### config.mk
export PLATFORM = sky130hd
export DESIGN_NAME = seq_divider
export DESIGN_NICKNAME = d
export VERILOG_FILES = /design/src/rtl/seq_divider.sv
export SDC_FILE = /design/constraint.sdc
export NUM_CORES = 1
export LEC_CHECK = 0
export ABC_AREA = 1
export CORE_MARGIN = 4
export CORE_UTILIZATION = 24
export CTS_BUF_LIST = sky130_fd_sc_hd__clkbuf_8
export CTS_CLUSTER_DIAMETER = 50
export CTS_CLUSTER_SIZE = 8
export DETAILED_ROUTE_END_ITERATION = 7
export HOLD_SLACK_MARGIN = 0.06
export MAX_ROUTING_LAYER = met4
export PLACE_DENSITY = 0.44
export REMOVE_ABC_BUFFERS = 1
export SLEW_MARGIN = 0
export SYNTH_ARGS = -nofsm -noshare
export SYNTH_HDL_FRONTEND = slang
export SYNTH_SLANG_ARGS = --single-unit
export TNS_END_PERCENT = 50
### constraint.sdc
create_clock -name clk -period 5.51 [get_ports clk]
set_clock_uncertainty 0.15 [all_clocks]
set_input_delay 0.551 -clock clk [delete_from_list [all_inputs] [get_ports clk]]
set_output_delay 0.551 -clock clk [all_outputs]
set_load 0.005 [all_outputs]
### src/rtl/seq_divider.sv
// seq_divider: multi-cycle restoring unsigned divider, one quotient bit per clock,
// with start/ready/valid handshake, remainder output and divide-by-zero flag.
module seq_divider #(
  parameter int WD = 8
) (
  input  logic          clk,
  input  logic          rst,
  input  logic          i_start,
  input  logic [WD-1:0] i_dividend,
  input  logic [WD-1:0] i_divisor,
  output logic          o_ready,
  output logic          o_valid,
  output logic [WD-1:0] o_quotient,
  output logic [WD-1:0] o_remainder,
  output logic          o_div_zero
);
  localparam int CW = $clog2(WD + 1);
  typedef enum logic [1:0] {IDLE, RUN, DONE} state_t;
  state_t        r_state, w_next;
  logic [WD-1:0] r_a, r_d, r_p;
  logic [CW-1:0] r_cnt;
  logic          r_zero;
  logic [WD:0]   w_sh, w_t;
  logic          w_acc, w_step;
  always_comb begin
    w_acc  = r_state == IDLE && i_start;
    w_step = r_state == RUN && r_cnt != '0;
    w_sh   = {r_p, r_a[WD-1]};
    w_t    = w_sh - {1'b0, r_d};
    w_next = w_acc ? RUN : r_state == RUN ? (w_step ? RUN : DONE) : IDLE;
  end
  // A zero divisor enters RUN with an empty count so it reaches DONE one edge later.
  always_ff @(posedge clk) begin
    if (rst) begin
      r_state     <= IDLE;
      r_a         <= '0;
      r_d         <= '0;
      r_p         <= '0;
      r_cnt       <= '0;
      r_zero      <= 1'b0;
      o_quotient  <= '0;
      o_remainder <= '0;
      o_div_zero  <= 1'b0;
    end else begin
      r_state <= w_next;
      if (w_acc) begin
        r_a    <= i_dividend;
        r_d    <= i_divisor;
        r_p    <= '0;
        r_zero <= i_divisor == '0;
        r_cnt  <= i_divisor == '0 ? '0 : CW'(WD);
      end else if (w_step) begin
        r_a   <= {r_a[WD-2:0], ~w_t[WD]};
        r_p   <= w_t[WD] ? w_sh[WD-1:0] : w_t[WD-1:0];
        r_cnt <= r_cnt - 1'b1;
      end else if (r_state == RUN) begin
        o_quotient  <= r_zero ? '1 : r_a;
        o_remainder <= r_zero ? r_a : r_p;
        o_div_zero  <= r_zero;
      end
    end
  end
  assign o_ready = r_state == IDLE;
  assign o_valid = r_state == DONE;
endmodule
# Word-level counts from Yosys, hierarchy flattened
# Cells that the tools add are included.
classes:
  eq_ne: 2
  n_addsub: 2
  muxes: 11
  n_reduce_logical: 9
  bitwise_logic: 4
op_table:
  columns: ["operator", "n"]
  rows:
  - ["$mux 8", 5]
  - ["$mux 4", 3]
  - ["$sub 9x8->9", 1]
  - ["$logic_not 8->1", 1]
  - ["$not 1->1", 4]
  - ["$reduce_bool 4->1", 1]
  - ["$sub 4x1->4 const B", 1]
  - ["$reduce_and 3->1", 1]
  - ["$reduce_or 3->1", 1]
  - ["$eq 2x1->1 const B", 1]
  - ["$eq 2x2->1 const B", 1]
  - ["$logic_and 1x1->1", 2]
  - ["$logic_not 2->1", 1]
  - ["$mux 1", 2]
  - ["$mux 2", 1]
  - ["$reduce_bool 2->1", 1]
  - ["$reduce_or 2->1", 1]
word_totals:
  input_bits: 19
  regBits: 48
  wordCells: 38
  output_inout_bits: 19

# Logic depth before layout (Yosys ltp)
depth:
  ltp_word: 5
  mapped_depth: 14
  ltp_nobuf: 14

# Worst setup path after synthesis
# No wires, ideal clock.
synth_path:
  path_type: "reg-to-reg"
  startpoint: "register r_a[7]"
  endpoint: "register r_p[0]"
  setup_time_ns: 0.113
  path_stages_with_launch: 14
  period_less_slack_ns: 1.992
  slack_ns: 3.518
  required_ns: 5.247
  arrival_time_ns: 1.729
  n_path_buf: 0
  path_cell_list: "dfxtp_1 inv_1 ha_1 fa_1 inv_1 nand2_1 nand2_1 nand3_2 nand2_2 nand2_4 nand2_4 o21ai_0 o21ai_1 inv_1"
synth_between:
  elab_chain_cells: 2
synth_lines:
  columns: ["element", "line", "source"]
  rows:
  - ["from (decl)", "20", "logic [WD-1:0] r_a, r_d, r_p;"]
  - ["from (signal assigned)", "47", "r_a <= i_dividend;"]
  - ["from (signal assigned)", "53", "r_a <= {r_a[WD-2:0], ~w_t[WD]};"]
  - ["$sub 9x8->9", "29", "w_t = w_sh - {1'b0, r_d};"]
  - ["$mux 8 *", "54", "r_p <= w_t[WD] ? w_sh[WD-1:0] : w_t[WD-1:0];"]
  - ["to (signal assigned)", "54", null]
  - ["to (decl)", "20", null]
# Every way passes the cells marked *; elsewhere a longest branch is shown, timed or not.
# A chain may end at the register's enable or synchronous reset.

==> results by group <==
Hold path
  • Worst Hold Depth: 2
  • Min-delay src: r_cnt[0]
  • Hold Path End: r_cnt[0]
  • Hold/Removal Path Class: reg -> reg

Synthesis
  • Synth Warn #: 0
  • Post-synth EDFFs: 0
  • Top FF cell, synth: dfxtp_1
  • Share of the yosys chip area belonging to registers: 0.395
  • Cell variety after synth: 38
  • Syn Inst Count: 335
  • Yosys top cell by area: dfxtp_1
  • Yosys reg bits: 48
  • Top post-synthesis cells by area: dfxtp_1 39%, nand2_1 13%, inv_1 6.3%
  • Most frequent cells after synthesis: 83 x nand2_1, 48 x dfxtp_1, 41 x inv_1
  • Post-Syn Area: 2430 um^2
  • Synth top area share: 0.395
  • Most common cell in the netlist: nand2_1
  • Synth Area per Inst: 7.27 um^2
  • Async SR Flop Fraction: 0

STA
  • Endpoints failing setup: 0
  • Final Hold Viols: 0
  • Fin crit share: 0.487
  • Final setup margin: 2830 ps
  • RSZ-0062 raised after global routing: no
  • Max Slew Vio Count: 0
  • Fmax: 373 MHz
  • TNS Setup: 0 ps
  • Post-route minimum period: 2680 ps
  • Worst-margin pin slew: 677 ps
  • Max-Slew Margin vs Limit: 0.547

Pwr
  • Maximum vdd drop: 0.000114 V
  • PD cells: 279 nW/um^2
  • LEAKAGE: 0.00120 uW
  • Total power: 834 uW

Global routing
  • Vias in the first global route: 2,171
  • Initial antenna violation count: 0
  • Remaining Overflow, GRT: 0
  • Total GRT Usage: 0.117
  • Largest net degree at the start of global routing: 26
  • First-pass GRT wire length: 10,600 um

Detailed routing
  • DR iter-0 viols: 103
  • DR top layer: met4
  • DR DRC count: 0
  • Post-Route WL: 6310 um
  • WL per Instance: 12.6 um
  • Vias per cell: 4.37
  • DRT met1 WL: 3070 um
  • Routed wl met3: 304 um
  • Met2 wire len: 2890 um
  • Pre-antenna DRT Iters: 5
  • Antenna-violating nets left: 0
  • Via count: 2,189

Cells and area
  • Layout cell share with drive strength beyond 1: 0.0707
  • Final Core Density: 0.304
  • Filler Cells Inserted: 1,133
  • Antenna diode count: 0
  • Fin nets: 396
  • Area growth, synth to finish: 22.7%
  • Post-Layout Cell Count: 501

Die
  • Row cnt: 36
  • Die width: 109 um
  • Die height: 109 um
  • Core ar.: 9820 um^2
  • Full die area: 11,800 um^2
  • Initial Utilization: 0.248
  • Ports: 38

Clock tree
  • CTS Sinks: 48
  • Clk buf depth: 2
  • Hold buffer count at cts: 0
  • H-tree level count: 2
  • CTS tree: built
  • Worst-path clk slew: 90 ps
  • TritonCTS Buffers: 5
  • Setup bufs post-CTS: 0
  • Post_cts resized: 0
  • Clk_lat worst skew: 300 ps
  • Root buf cell: clkbuf_8

Job
  • Max-Cap Viols: 0

Critical path
  • Worst reg2reg path endpoint: r_p[0]
  • CP startpoint: rst
  • Reg2reg path depth: 13
  • R2R setup slack: 3290 ps
  • CP Max Fanout: 22
  • Type of destination of the critical path: register
  • WP data required: 5590 ps
  • Arr. time, crit path: 2760 ps
  • Reg2reg start: r_a[7]
  • Startpoint Class: input port
  • Crit path kind: in -> reg

Status
  • Status: complete, no violations

Placed design
  • IO Port Bufs: 37
  • Place WS: 2540 ps
  • Routability Congestion: 0.769
  • DP HPWL: 4860 um
  • Dpl cells: 493
final cells by class:
| class | count | area [um^2] | area share |
|---|---|---|---|
| Multi-Input combinational cell | 230 | 1220 | 0.410 |
| Sequential cell | 48 | 961 | 0.322 |
| Timing Repair Buffer | 37 | 370 | 0.124 |
| Inverter | 45 | 169 | 0.0565 |
| Tap cell | 133 | 166 | 0.0557 |
| Clock buffer | 6 | 82.6 | 0.0276 |
| Clock inverter | 2 | 13.8 | 0.00461 |
registers in the layout (all words and copies together), names as in the netlist:
name	count
r_cnt	4
r_a	8
o_quotient	8
r_zero	1
r_p	8
o_remainder	8
r_state	2
r_d	8
o_div_zero	1
worst max-delay path, stage by stage:
cell	delay, ps
clkdlybuf4s50_1	760
inv_1	640
nand2_1	410
o21bai_1	280
a21oi_1	110
worst max path at each step:
stage          depth (start not counted)  endpoint  slack [ps]
6_report                               5  r_cnt[2]        2830
5_1_grt                                5  r_cnt[2]        2640
4_1_cts                                5  r_cnt[2]        2830
3_5_place_dp                           5  r_cnt[2]        2540
3_3_place_gp                           5  r_cnt[2]        2580
2_1_floorplan                         13    r_p[0]        3510
report_power, final:
group          internal (uW)  switching (uW)
sequential               375            17.2
clock                    103             124
combinational           92.3             122
cells in the final DEF, fill, tap and decap left out, types with 2 or more instances in the layout:
cell / instances
clkdlybuf4s50_1: 37
clkinv_1: 2
o22ai_1: 7
nand2_1: 83
a21oi_1: 21
clkbuf_8: 6
nand2_2: 5
nand3_1: 18
nand2_4: 3
dfxtp_1: 48
o21ai_0: 22
a31oi_1: 13
inv_1: 41
a21oi_2: 2
nor2_1: 23
nand3b_1: 4
xor2_1: 4
inv_2: 2
ha_1: 9
nor2_2: 2
stage by stage:
| stage | instance area (um^2) | hold slack, ps |
|---|---|---|
| floorplan | 2350 | 287 |
| global placement | 2890 | 304 |
| detailed placement | 2890 | 313 |
| CTS | 2990 | 327 |
| global route | 2990 | 378 |
| finish | 2990 | 329 |
kinds of logic after synthesis:
kind of cell	synth area share
and+or+nand+nor	0.268
AOI/OAI and AO/OA	0.166
buffers and inverters	0.102
DFF	0.395
adders and majority gates	0.0545
xor gates and xnor gates	0.0144
routing by layer:
metal	vias to the layer above	global-route usage
met1	992	0.162
met2	39	0.174
li1	1156	-
met3	2	0.0219
met4	0	0.0316
met5	-	-
(Power assumes the default switching activity.)
